$ cat src/rtl/gb_cpu_irq_ctrl_if.sv
`default_nettype none
// ============================================================================
// Module      : gb_cpu_irq_ctrl_if
// Description : CPU-side bus between the decoder/scheduler and the IRQ control.
// Revision    : 1.0 - initial release
// ============================================================================
interface gb_cpu_irq_ctrl_if #(
    parameter int NUM_IRQ = 5
);
    logic [NUM_IRQ-1:0] reg_IF;
    logic [NUM_IRQ-1:0] reg_IE;
    logic               instr_boundary;
    logic               ei_cmd;
    logic               di_cmd;
    logic               reti_cmd;
    logic               halt_cmd;
    logic               ime_o;
    logic               halted_o;
    logic               halt_bug_o;
    logic               dispatch_busy_o;
    logic [2:0]         dispatch_step_o;
    logic [15:0]        vector_o;
    logic [NUM_IRQ-1:0] irq_ack_o;

    modport master (
        output reg_IF, reg_IE, instr_boundary, ei_cmd, di_cmd, reti_cmd, halt_cmd,
        input  ime_o, halted_o, halt_bug_o, dispatch_busy_o, dispatch_step_o,
               vector_o, irq_ack_o
    );

    modport slave (
        input  reg_IF, reg_IE, instr_boundary, ei_cmd, di_cmd, reti_cmd, halt_cmd,
        output ime_o, halted_o, halt_bug_o, dispatch_busy_o, dispatch_step_o,
               vector_o, irq_ack_o
    );
endinterface
`default_nettype wire

$ cat src/rtl/gb_cpu_irq_ctrl.sv
`default_nettype none
// ============================================================================
// Module      : gb_cpu_irq_ctrl
// Description : Interrupt master enable, HALT handling and 5-cycle dispatch.
// Revision    : 1.0 - initial release
// ============================================================================
module gb_cpu_irq_ctrl #(
    parameter int          NUM_IRQ    = 5,
    parameter logic [15:0] VEC_BASE   = 16'h0040,
    parameter int unsigned VEC_STRIDE = 8
) (
    input  wire                  clk,
    input  wire                  reset_n,
    gb_cpu_irq_ctrl_if.slave     bus
);
    localparam logic [2:0] c_S_D0   = 3'd0;
    localparam logic [2:0] c_S_D1   = 3'd1;
    localparam logic [2:0] c_S_D2   = 3'd2;
    localparam logic [2:0] c_S_D3   = 3'd3;
    localparam logic [2:0] c_S_D4   = 3'd4;
    localparam logic [2:0] c_S_RUN  = 3'd5;
    localparam logic [2:0] c_S_HALT = 3'd6;

    // EI delay: 0 idle, 1 waiting for EI's own boundary, 2 armed for the next one
    localparam logic [1:0] c_EI_IDLE = 2'd0;
    localparam logic [1:0] c_EI_WAIT = 2'd1;
    localparam logic [1:0] c_EI_ARM  = 2'd2;

    logic [2:0]         r_state, w_state_nxt;
    logic               r_ime, w_ime_nxt;
    logic [1:0]         r_ei_cnt, w_ei_cnt_nxt;
    logic               r_halt_bug, w_halt_bug_nxt;
    logic [15:0]        r_vector, w_vector_nxt;
    logic [NUM_IRQ-1:0] r_ack, w_ack_nxt;

    logic [NUM_IRQ-1:0] w_pending;
    logic               w_any;
    logic [2:0]         w_winner;
    logic [NUM_IRQ-1:0] w_onehot;
    logic [15:0]        w_vec;
    logic               w_cmd_en;

    assign w_pending = bus.reg_IF & bus.reg_IE;
    assign w_any     = |w_pending;
    assign w_vec     = VEC_BASE + 16'(32'(w_winner) * VEC_STRIDE);
    assign w_cmd_en  = (r_state == c_S_RUN) || (r_state == c_S_HALT);

    // Descending scan so the lowest set index wins
    always_comb begin
        w_winner = 3'd0;
        w_onehot = '0;
        for (int i = NUM_IRQ - 1; i >= 0; i--) begin
            if (w_pending[i]) begin
                w_winner    = 3'(i);
                w_onehot    = '0;
                w_onehot[i] = 1'b1;
            end
        end
    end

    always_comb begin
        w_state_nxt    = r_state;
        w_ime_nxt      = r_ime;
        w_ei_cnt_nxt   = r_ei_cnt;
        w_halt_bug_nxt = 1'b0;
        w_vector_nxt   = r_vector;
        w_ack_nxt      = r_ack;

        if (w_cmd_en) begin
            if (bus.di_cmd) begin
                w_ime_nxt    = 1'b0;
                w_ei_cnt_nxt = c_EI_IDLE;
            end else begin
                if (bus.ei_cmd) begin
                    w_ei_cnt_nxt = bus.instr_boundary ? c_EI_ARM : c_EI_WAIT;
                end else if (bus.instr_boundary && (r_ei_cnt == c_EI_WAIT)) begin
                    w_ei_cnt_nxt = c_EI_ARM;
                end else if (bus.instr_boundary && (r_ei_cnt == c_EI_ARM)) begin
                    w_ime_nxt    = 1'b1;
                    w_ei_cnt_nxt = c_EI_IDLE;
                end
                if (bus.reti_cmd) begin
                    w_ime_nxt = 1'b1;
                end
            end
        end

        case (r_state)
            c_S_RUN: begin
                if (bus.instr_boundary && r_ime && w_any) begin
                    w_state_nxt  = c_S_D0;
                    w_ime_nxt    = 1'b0;
                    w_ei_cnt_nxt = c_EI_IDLE;
                end else if (bus.halt_cmd) begin
                    if (r_ime || !w_any) w_state_nxt = c_S_HALT;
                    else                 w_halt_bug_nxt = 1'b1;
                end
            end
            c_S_HALT: begin
                if (w_any) begin
                    if (r_ime) begin
                        w_state_nxt  = c_S_D0;
                        w_ime_nxt    = 1'b0;
                        w_ei_cnt_nxt = c_EI_IDLE;
                    end else begin
                        w_state_nxt = c_S_RUN;
                    end
                end
            end
            c_S_D0: w_state_nxt = c_S_D1;
            c_S_D1: w_state_nxt = c_S_D2;
            c_S_D2: begin
                // PC-high is pushed now; a source withdrawn by then yields vector 0
                w_state_nxt  = c_S_D3;
                w_vector_nxt = w_any ? w_vec : 16'h0000;
                w_ack_nxt    = w_any ? w_onehot : '0;
            end
            c_S_D3: w_state_nxt = c_S_D4;
            c_S_D4: w_state_nxt = c_S_RUN;
            default: w_state_nxt = c_S_RUN;
        endcase
    end

    always_ff @(posedge clk or negedge reset_n) begin
        if (!reset_n) begin
            r_state    <= c_S_RUN;
            r_ime      <= 1'b0;
            r_ei_cnt   <= c_EI_IDLE;
            r_halt_bug <= 1'b0;
            r_vector   <= 16'h0000;
            r_ack      <= '0;
        end else begin
            r_state    <= w_state_nxt;
            r_ime      <= w_ime_nxt;
            r_ei_cnt   <= w_ei_cnt_nxt;
            r_halt_bug <= w_halt_bug_nxt;
            r_vector   <= w_vector_nxt;
            r_ack      <= w_ack_nxt;
        end
    end

    assign bus.ime_o           = r_ime;
    assign bus.halted_o        = (r_state == c_S_HALT);
    assign bus.halt_bug_o      = r_halt_bug;
    assign bus.dispatch_busy_o = (r_state <= c_S_D4);
    assign bus.dispatch_step_o = (r_state <= c_S_D4) ? r_state : 3'd0;
    assign bus.vector_o        = r_vector;
    assign bus.irq_ack_o       = (r_state == c_S_D3) ? r_ack : '0;

endmodule
`default_nettype wire
$ cat src/flat_wrapper.sv
// flat-port wrapper written by rule: the top's interface ports become plain ports
module gb_cpu_irq_ctrl_flat 
#(
    parameter int          NUM_IRQ    = 5,
    parameter logic [15:0] VEC_BASE   = 16'h0040,
    parameter int unsigned VEC_STRIDE = 8
)
  (clk, reset_n, bus_reg_IF, bus_reg_IE, bus_instr_boundary, bus_ei_cmd, bus_di_cmd, bus_reti_cmd, bus_halt_cmd, bus_ime_o, bus_halted_o, bus_halt_bug_o, bus_dispatch_busy_o, bus_dispatch_step_o, bus_vector_o, bus_irq_ack_o);
  gb_cpu_irq_ctrl_if #(.NUM_IRQ(NUM_IRQ)) bus_i ();
  input  wire clk;
  input  wire reset_n;
  input wire logic [$bits(bus_i.reg_IF)-1:0] bus_reg_IF;
  input wire logic [$bits(bus_i.reg_IE)-1:0] bus_reg_IE;
  input wire logic [$bits(bus_i.instr_boundary)-1:0] bus_instr_boundary;
  input wire logic [$bits(bus_i.ei_cmd)-1:0] bus_ei_cmd;
  input wire logic [$bits(bus_i.di_cmd)-1:0] bus_di_cmd;
  input wire logic [$bits(bus_i.reti_cmd)-1:0] bus_reti_cmd;
  input wire logic [$bits(bus_i.halt_cmd)-1:0] bus_halt_cmd;
  output wire logic [$bits(bus_i.ime_o)-1:0] bus_ime_o;
  output wire logic [$bits(bus_i.halted_o)-1:0] bus_halted_o;
  output wire logic [$bits(bus_i.halt_bug_o)-1:0] bus_halt_bug_o;
  output wire logic [$bits(bus_i.dispatch_busy_o)-1:0] bus_dispatch_busy_o;
  output wire logic [$bits(bus_i.dispatch_step_o)-1:0] bus_dispatch_step_o;
  output wire logic [$bits(bus_i.vector_o)-1:0] bus_vector_o;
  output wire logic [$bits(bus_i.irq_ack_o)-1:0] bus_irq_ack_o;
  assign bus_i.reg_IF = bus_reg_IF;
  assign bus_i.reg_IE = bus_reg_IE;
  assign bus_i.instr_boundary = bus_instr_boundary;
  assign bus_i.ei_cmd = bus_ei_cmd;
  assign bus_i.di_cmd = bus_di_cmd;
  assign bus_i.reti_cmd = bus_reti_cmd;
  assign bus_i.halt_cmd = bus_halt_cmd;
  assign bus_ime_o = bus_i.ime_o;
  assign bus_halted_o = bus_i.halted_o;
  assign bus_halt_bug_o = bus_i.halt_bug_o;
  assign bus_dispatch_busy_o = bus_i.dispatch_busy_o;
  assign bus_dispatch_step_o = bus_i.dispatch_step_o;
  assign bus_vector_o = bus_i.vector_o;
  assign bus_irq_ack_o = bus_i.irq_ack_o;
  gb_cpu_irq_ctrl #(.NUM_IRQ(NUM_IRQ), .VEC_BASE(VEC_BASE), .VEC_STRIDE(VEC_STRIDE)) u_core (.clk(clk), .reset_n(reset_n), .bus(bus_i));
endmodule
$ cat config.mk
export PLATFORM = sky130hd
export DESIGN_NAME = gb_cpu_irq_ctrl_flat
export DESIGN_NICKNAME = d
export VERILOG_FILES = /design/src/rtl/gb_cpu_irq_ctrl_if.sv /design/src/rtl/gb_cpu_irq_ctrl.sv /design/src/flat_wrapper.sv
export SDC_FILE = /design/constraint.sdc
export NUM_CORES = 1
export LEC_CHECK = 0
export CORE_MARGIN = 5
export CORE_UTILIZATION = 41
export DETAILED_ROUTE_END_ITERATION = 12
export HOLD_SLACK_MARGIN = 0.02
export PLACE_DENSITY = 0.79
export RECOVER_POWER = 100
export SLEW_MARGIN = 15
export SYNTH_ARGS = -nofsm -noshare
export SYNTH_HDL_FRONTEND = slang
export SYNTH_SLANG_ARGS = --single-unit
$ cat constraint.sdc
create_clock -name clk -period 1.7 [get_ports clk]
set_input_delay 0.34 -clock clk [delete_from_list [all_inputs] [get_ports clk]]
set_output_delay 0.34 -clock clk [all_outputs]
set_load 0.01 [all_outputs]
==> results of run 1 <==
## layer usage
layer	global-route usage, %	part of all wire, %	vias up
li1	-	-	446
met1	17.8	39	448
met2	26.3	49	37
met3	5.01	9.3	5
met4	5.83	2.2	0
met5	0	0	-
## repair_timing
| item | CTS | global route |
|---|---|---|
| setup buffers | 4 | 1 |
| pin swaps | 0 | 1 |
| hold buffers | 0 | 0 |
| setup endpoints to repair | 11 | 12 |
| gates resized for setup | 35 | 11 |
## synthesized netlist by cell type, drive strengths merged (2+ instances only)
library cell   n  area (um^2)
a31oi          3         33.8
dfrtp         13          325
nand2         14         55.1
nor2b          3         21.3
nor3b          2         15.0
and3           6         37.5
a22o           3         26.3
dfstp          2         52.6
nand2b         4         27.5
a32o           2         20.0
o21ai         11         55.1
o22ai          2         12.5
nor2           5         18.8
buf           16          115
a22oi          2         33.8
inv            3         11.3
## logic make-up (layout without fill, tap and decap cells)
family | count (synthesis) | in the layout
AO/OA/AOI/OAI | 29 | 29
flip-flops | 15 | 15
AND/OR/NAND/NOR | 40 | 40
other | 1 | 12
buffers and inverters | 20 | 55
XOR/XNOR | 1 | 1
## state kept, by name, indices dropped and copies added (netlist names)
name / cells
u_core.bus.halt_bug_o: 1
u_core.bus.ime_o: 1
u_core.bus.vector_o: 4
u_core.r_ack: 4
u_core.r_ei_cnt: 2
u_core.r_state: 3
## power breakdown
group	internal (mW)	switching (mW)
Combinational	0.588	0.509
Sequential	0.524	0.120
Clock	0.0911	0.116
## worst paths after layout
check                                   from                     to  slack (ps)
min in group asynchronous            reset_n  u_core.bus.halt_bug_o         660
max reg2reg                u_core.r_state[2]       u_core.bus.ime_o          60
min                          u_core.r_ack[1]        u_core.r_ack[1]         490
min reg2reg                  u_core.r_ack[1]        u_core.r_ack[1]         490
max in group asynchronous            reset_n       u_core.bus.ime_o         480
max                        u_core.r_state[2]           bus_halted_o          30
## layout make-up
class                   count  area (um^2)  share of cell area (%)
flip-flops and latches     15          379                    26.9
inverters                   3         11.3                   0.800
multi-input cells          82          547                    38.8
repair buffers             48          409                    29.1
well taps                  28         35.0                    2.49
clock buffers               4         26.3                    1.87
## metrics by stage
stage	total power, mW	setup WS, ps	setup TNS [ps]	hold WS (ps)
detailed placement	1.63	-168	-645	469
global placement	1.59	-64.9	-195	456
finish	1.95	27.7	0	487
CTS	1.92	0.394	0	363
floorplan	1.21	287	0	44.4
global route	2.11	-46.2	-119	522
## critical path, delay by kind of cell, from the launching register on
family        cells  cell delay, ps
flops             1             580
simple gates      1             190
buf+inv           2             280
==> results.sh, run 1 <==
export IMPL_status="finished, final reports clean"
export IMPL_synthAdderAreaFrac_pct=0
export IMPL_path_cells="buf_6 > nor3b_4 > buf_2"
export IMPL_end_kind="output port"
export IMPL_crit_fanout=5
export IMPL_grtUsageTotal_pct=15.4
export IMPL_first_pass_iters=4
export IMPL_cts_made_buffers=3
export IMPL_synthXorXnorAreaFrac_pct=0.886
export IMPL_cellLeakagePower_nw=0.665
export IMPL_postLayoutCellArea_um2=1410
export IMPL_synth_area_per_cell_um2=9.32
export IMPL_synth_area_um2=988
export IMPL_fin_crit_sh_pct=98.4
export IMPL_ys_flop_type="dfrtp_1"
export IMPL_die_height_um=59.1
export IMPL_finish_utilization_pct=62.4
export IMPL_htree_num_levels=1
export IMPL_placed_cells=171
export IMPL_max_freq_ghz=0.598
export IMPL_setup_viol=0
export IMPL_grt_max_degree=16
export IMPL_num_rows=17
export IMPL_hp_class="reg -> reg"
export IMPL_nets=170
export IMPL_vias_per_cell=5.20
export IMPL_rsz0062_at_grt="yes"
export IMPL_power_density_nw_per_um2=1380
export IMPL_num_io_pins=45
export IMPL_synthMuxAreaShare_pct=0
export IMPL_grt_ovfl_total=0
export IMPL_start_util_pct=43.8
export IMPL_yosys_warnings=0
export IMPL_max_vdd_ir_drop_uv=976
export IMPL_critPathMaxStageDelay_ps=580
export IMPL_critPathLaunchType="flip-flop"
export IMPL_n_fill_cell=212
export IMPL_portBuffers=32
export IMPL_reg2reg_depth=6
export IMPL_final_common_cell="clkdlybuf4s50_1"
export IMPL_crit_required_ps=1360
export IMPL_hold_violations=0
export IMPL_hpwl_um=1880
export IMPL_synth_compound_area_share_pct=23.2
export IMPL_most_common_layout_cells="clkdlybuf4s50_1 (16), nand2_1 (13), conb_1 (12), dfrtp_1 (12)"
export IMPL_layout_cells_non_filler=180
export IMPL_worstMarginPinSlew_ps=816
export IMPL_clock_sinks=15
export IMPL_dpl_cell_area_um2=1350
export IMPL_hold_depth=2
export IMPL_path_clk_slew_ps=90
export IMPL_die_w_um=59.1
export IMPL_synth_cell_types=37
export IMPL_drtIter0Drc=39
export IMPL_ys_seq_area_share_pct=38.2
export IMPL_drc_errors=0
export IMPL_fin_skew_ps=3.44
export IMPL_cts_tree="yes"
export IMPL_first_global_vias=949
export IMPL_grt_first_pass_wirelength_um=4130
export IMPL_worst_ep_arrival_time_ps=1330
export IMPL_insertion_delay_ps=280
export IMPL_synthArstFlopShare_pct=100
export IMPL_wl_per_cell_um=13.7
export IMPL_ys_seq_elements=15
export IMPL_cts_root_buf="clkbuf_4"
export IMPL_period_minus_slack_ps=1670
export IMPL_gp_congestion=0.836
export IMPL_drive_gt1_share_pct=24.3
export IMPL_antenna_cells=0
export IMPL_drv_slew=0
export IMPL_area_growth_syn_to_layout_pct=42.4
export IMPL_slew_headroom_pct=45.6
export IMPL_drv_cap=0
export IMPL_coreArea_um2=2250
export IMPL_synth_top_family_by_area="simple AND/OR/NAND/NOR gates"
export IMPL_setup_worst_path_class="reg -> out"
export IMPL_vias=936
export IMPL_die_area_um2=3490
export IMPL_cp_slowest_cell="dfstp_2"
export IMPL_netlist_instances=106
export IMPL_cts_buffer_depth=2
export IMPL_synth_edf_count=0
export IMPL_routed_wl_um=2470
export IMPL_antenna_found_initial=0
export IMPL_ant_nets=0
export IMPL_synthSimpleGateAreaFrac_pct=24.2
No activity file was read; power rests on OpenSTA's default activity.
==> run 2: changes to the inputs <==
--- a/config.mk
+++ b/config.mk
@@ -8,6 +8,7 @@
 export CORE_MARGIN = 5
 export CORE_UTILIZATION = 41
 export DETAILED_ROUTE_END_ITERATION = 12
+export GPL_ROUTABILITY_DRIVEN = 0
 export HOLD_SLACK_MARGIN = 0.02
 export PLACE_DENSITY = 0.79
 export RECOVER_POWER = 100
==> results of run 2 <==
Final layout, timing and power as in run 1 (identical DEF).
==> run 3: changes to the inputs <==
--- a/config.mk
+++ b/config.mk
@@ -5,12 +5,14 @@
 export SDC_FILE = /design/constraint.sdc
 export NUM_CORES = 1
 export LEC_CHECK = 0
+export ABC_AREA = 1
 export CORE_MARGIN = 5
-export CORE_UTILIZATION = 41
+export CORE_UTILIZATION = 60
 export DETAILED_ROUTE_END_ITERATION = 12
+export DONT_BUFFER_PORTS = 1
 export GPL_ROUTABILITY_DRIVEN = 0
 export HOLD_SLACK_MARGIN = 0.02
-export PLACE_DENSITY = 0.79
+export PLACE_DENSITY = 0.76
 export RECOVER_POWER = 100
 export SLEW_MARGIN = 15
 export SYNTH_ARGS = -nofsm -noshare
==> run 3 against run 2 <==
Sequential power up 7.9%; core utilization up 6.2 points; cell count down 14%; clock power about the same.
==> results.sh, run 3 <==
export IMPL_status="finished, final reports clean"
export IMPL_synthArstFlopShare_pct=100
export IMPL_fin_skew_ps=5.30
export IMPL_fin_ws_ps=30.1
export IMPL_portBuffers=0
export IMPL_synth_edf_count=0
export IMPL_coreArea_um2=1540
export IMPL_start_util_pct=64.2
export IMPL_ys_seq_elements=15
export IMPL_cts_tree="yes"
export IMPL_synth_top_cell_by_area="dfrtp_1"
export IMPL_num_rows=14
export IMPL_antenna_found_initial=0
export IMPL_setup_viol=0
export IMPL_power_density_nw_per_um2=1570
export IMPL_postLayoutCellArea_um2=1060
export IMPL_hpwl_um=1600
export IMPL_path_clk_slew_ps=90
export IMPL_ant_nets=0
export IMPL_ys_seq_area_share_pct=38.2
export IMPL_antenna_cells=0
export IMPL_setup_worst_path_class="reg -> out"
export IMPL_htree_num_levels=1
export IMPL_grt_ovfl_total=0
export IMPL_max_freq_ghz=0.599
export IMPL_dpl_cell_area_um2=953
export IMPL_drc_errors=0
export IMPL_cts_buffer_depth=2
export IMPL_multiInputGateArea_um2=537
export IMPL_nets=157
export IMPL_drtIter0Drc=23
export IMPL_wl_per_cell_um=13.5
export IMPL_n_fill_cell=138
export IMPL_worstMarginPinSlew_ps=654
export IMPL_cellLeakagePower_nw=0.564
export IMPL_area_growth_syn_to_layout_pct=6.83
export IMPL_max_vdd_ir_drop_uv=786
export IMPL_fin_crit_sh_pct=98.2
export IMPL_vias=830
export IMPL_yosys_warnings=0
export IMPL_critPathLaunchType="flip-flop"
export IMPL_drv_cap=0
export IMPL_synth_most_common_cell="nand2_1"
export IMPL_synth_cell_types=26
export IMPL_grt_max_degree=16
export IMPL_hp_class="in -> reg"
export IMPL_routed_wl_um=2090
export IMPL_period_minus_slack_ps=1670
export IMPL_first_pass_iters=4
export IMPL_num_io_pins=45
export IMPL_cts_root_buf="clkbuf_4"
export IMPL_synth_area_um2=990
export IMPL_clock_sinks=15
export IMPL_synth_top_area_share_pct=32.9
export IMPL_pre_cts_slack_ps=188
export IMPL_worst_ep_arrival_time_ps=1330
export IMPL_die_height_um=50.6
export IMPL_slew_headroom_pct=56.3
export IMPL_grt_first_pass_wirelength_um=3220
export IMPL_synth_common_cells="nand2_1 (37), inv_1 (17), nor2_1 (15)"
export IMPL_end_kind="output port"
export IMPL_die_area_um2=2560
export IMPL_die_w_um=50.6
export IMPL_drive_gt1_share_pct=22.3
export IMPL_most_common_layout_cells="nand2_1 (34), inv_1 (16), dfrtp_1 (13)"
export IMPL_crit_required_ps=1360
export IMPL_synth_area_per_cell_um2=7.33
export IMPL_vias_per_cell=5.35
export IMPL_ys_flop_type="dfrtp_1"
export IMPL_hold_violations=0
export IMPL_final_common_cell="nand2_1"
export IMPL_first_global_vias=739
export IMPL_grtUsageTotal_pct=16.2
export IMPL_seq_area_um2=378
export IMPL_cts_made_buffers=3
export IMPL_insertion_delay_ps=290
export IMPL_crit_fanout=7
export IMPL_drv_slew=0
export IMPL_netlist_instances=135
export IMPL_yosys_top_cells_area="dfrtp_1 (33%), nand2_1 (14%), buf_4 (9.9%), inv_1 (6.4%), nor2_1 (5.7%)"
==> run 3: cell count changes in the layout (fill, tap and decap cells not counted), moves of 6 or more <==
cell / change
buf_4: -10
nor2_4: +6
and3_1: -6
nand2_1: +21
clkbuf_1: -6
inv_1: +13
nand3_1: +6
clkdlybuf4s50_1: -16
==> run 3: routing by layer <==
layer | share of wire (%) | wire (um) | track usage (%) | vias to the layer above
met5 | 0 | 0 | 0 | -
met4 | 1.8 | 38 | 7.66 | 0
met3 | 8.9 | 187 | 3.85 | 5
met2 | 49 | 1020 | 25.4 | 42
met1 | 40 | 841 | 20.9 | 375
li1 | - | - | - | 408
==> run 3: layout make-up <==
cell class / count / share of cell area (%)
clock buffer: 3 / 2.13
clock inverter: 1 / 0.473
inverter: 20 / 7.34
multi-input combinational: 98 / 50.8
sequential: 15 / 35.7
tap: 16 / 1.89
timing repair buffer: 2 / 1.66
==> run 3: power by group <==
part	internal [mW]	switching [mW]	total [mW]
combinational	0.252	0.506	0.758
sequential	0.528	0.167	0.695
clock	0.0875	0.118	0.205
total	0.867	0.791	1.66
==> run 3: per-stage QoR <==
step,setup TNS [ps],instances,utilization (%),hold slack (ps),power (mW)
floorplan,0,146,-,44.4,1.24
global placement,0,149,61.9,44.8,1.31
detailed placement,0,149,61.9,44.8,1.34
CTS,0,154,65.6,178,1.58
global route,-130,155,68.6,185,1.79
finish,0,155,68.6,176,1.66
==> run 3: worst max-delay path, cell delays in order (launching register included) <==
cell     delay [ps]
dfstp_2         600
inv_2            80
nor3_1          360
==> run 3: what timing repair did <==
| item | 4_1_cts | 5_1_grt |
|---|---|---|
| hold endpoints to repair | 15 | 0 |
| buffers inserted | 0 | 1 |
| hold buffers | 1 | 0 |
| setup endpoints to repair | 6 | 6 |
| gates resized for setup | 8 | 8 |
==> run 3: path summary, 6_finish.rpt <==
path	to	depth (start not counted)	from	slack [ps]
min	u_core.bus.halt_bug_o	2	bus_halt_cmd	180
max in group asynchronous	u_core.r_ei_cnt[1]	1	reset_n	770
max	bus_dispatch_step_o[2]	2	u_core.r_state[2]	30
min in group asynchronous	u_core.r_ack[1]	1	reset_n	510
min reg2reg	u_core.r_ei_cnt[0]	2	u_core.r_ei_cnt[0]	500
max reg2reg	u_core.r_state[0]	6	u_core.r_state[1]	290
==> run 3: cells by family after synthesis <==
| logic type | Yosys count | synth area share (%) |
|---|---|---|
| multiplexers | 1 | 1.14 |
| AO/OA/AOI/OAI | 16 | 10.7 |
| flip-flops | 15 | 38.2 |
| buffers and inverters | 33 | 17.7 |
| AND/OR/NAND/NOR | 69 | 31.9 |
| other | 1 | 0.379 |
==> RTL change (config.mk and constraints of run 2) <==
`NUM_IRQ` is set to 5 in 3 places; all go to 4.
--- a/src/rtl/gb_cpu_irq_ctrl_if.sv
+++ b/src/rtl/gb_cpu_irq_ctrl_if.sv
@@ -6,5 +6,5 @@
 // ============================================================================
 interface gb_cpu_irq_ctrl_if #(
-    parameter int NUM_IRQ = 5
+    parameter int NUM_IRQ = 4
 );
     logic [NUM_IRQ-1:0] reg_IF;
--- a/src/rtl/gb_cpu_irq_ctrl.sv
+++ b/src/rtl/gb_cpu_irq_ctrl.sv
@@ -6,5 +6,5 @@
 // ============================================================================
 module gb_cpu_irq_ctrl #(
-    parameter int          NUM_IRQ    = 5,
+    parameter int          NUM_IRQ    = 4,
     parameter logic [15:0] VEC_BASE   = 16'h0040,
     parameter int unsigned VEC_STRIDE = 8
--- a/src/flat_wrapper.sv
+++ b/src/flat_wrapper.sv
@@ -2,5 +2,5 @@
 module gb_cpu_irq_ctrl_flat 
 #(
-    parameter int          NUM_IRQ    = 5,
+    parameter int          NUM_IRQ    = 4,
     parameter logic [15:0] VEC_BASE   = 16'h0040,
     parameter int unsigned VEC_STRIDE = 8
Ports: changed (resized bus_irq_ack_o, bus_reg_IE and bus_reg_IF); port bits go from 45 to 42. The function was not compared with the original's and may differ.
==> RTL change against run 2 <==
- the flow now finishes with violations (negative setup slack)
- global-route usage up 1.3 points
- clock skew down 0.68 ps
- first-iteration DRC count down 28%
- power up 3.4%
- sequential cell count down 1
- sequential power down 5.1%
- setup slack worse by 73 ps
- wire length up 7.1%
- final area down 0.62%
- area after synthesis down 8.5%
- largest power group unchanged
- highest routed layer unchanged
==> RTL change: results <==
metrics = {
    "global_routing": {
        "grt_usage": 0.167,
        "grt_max_degree": 15,
        "grt_pass1_wl_um": 4240,
        "grt_pass1_vias": 898,
        "grtUsageMet3": 0.0385,
        "grtUsageMet2": 0.272,
    },
    "logic_synthesis": {
        "ys_ff_latch": 14,
        "synthXorXnorAreaFrac": 0.00968,
        "synth-compound-area-share": 0.266,
        "synth.distinct_cells": 35,
        "seq_area_frac_synth": 0.390,
        "syn_inst": 104,
    },
    "layout": {
        "seqAreaFraction": 0.253,
        "layout-drive-gt1-share": 0.293,
        "comb.multi_input.count": 81,
        "n_all_inverters": 5,
        "nets": 173,
        "fillers": 177,
        "buffer_area_frac": 0.328,
        "n_all_buffers": 53,
        "clock_area_frac": 0.0259,
    },
    "drt": {
        "wl_per_cell_um": 14.3,
        "dr_wl_met3_um": 181,
        "drt-initial-drc-count": 28,
        "wl_met2_um": 1350,
        "wl_um": 2640,
        "firstDrtPassIters": 7,
        "avgViaCountPerCell": 5.21,
    },
    "sta": {
        "finClkSkew_ps": 2.75,
        "fin_ws_ps": -45.2,
        "worst_slew_pin_slew_ps": 787,
        "setup_viol": 4,
    },
    "placement": {
        "io_buffer_count": 28,
        "dp.final_hpwl_um": 1980,
        "dp_cells": 179,
    },
    "clock_tree": {
        "post_cts_buffers": 2,
        "cts-resized-gates": 33,
    },
    "run_status": {
        "status": "complete, but fails checks",
        "violations": "negative setup slack",
    },
    "pwr": {
        "clk-power_mw": 0.251,
        "power_leakage_nw": 0.659,
    },
    "worst_setup_path": {
        "crit_path_max_incr_delay_ps": 560,
    },
}
[RTL change: worst paths after layout]
path	start	endpoint	cells after the start	slack [ps]
worst max-delay path	u_core.r_state[2]	bus_irq_ack_o[0]	3	-50
worst min-delay path	u_core.bus.vector_o[4]	u_core.bus.vector_o[4]	2	500
worst max register to register	u_core.r_state[0]	u_core.r_ei_cnt[1]	5	50
worst min register to register	u_core.bus.vector_o[4]	u_core.bus.vector_o[4]	2	500
max in group asynchronous	reset_n	u_core.bus.ime_o	2	540
min in group asynchronous	reset_n	u_core.bus.vector_o[3]	2	630
[RTL change: metrics by stage]
step / instance area (um^2) / utilization / TNS, ps / power, mW / worst slack [ps]
after floorplan: 950 / - / 0 / 1.18 / 129
after global placement: 1330 / 0.617 / -556 / 1.68 / -57.4
after detailed placement: 1330 / 0.617 / -799 / 1.72 / -83.7
after CTS: 1360 / 0.634 / -281 / 1.98 / -78.4
after global routing: 1400 / 0.651 / -445 / 2.18 / -87.7
final: 1400 / 0.651 / -172 / 2.01 / -45.2
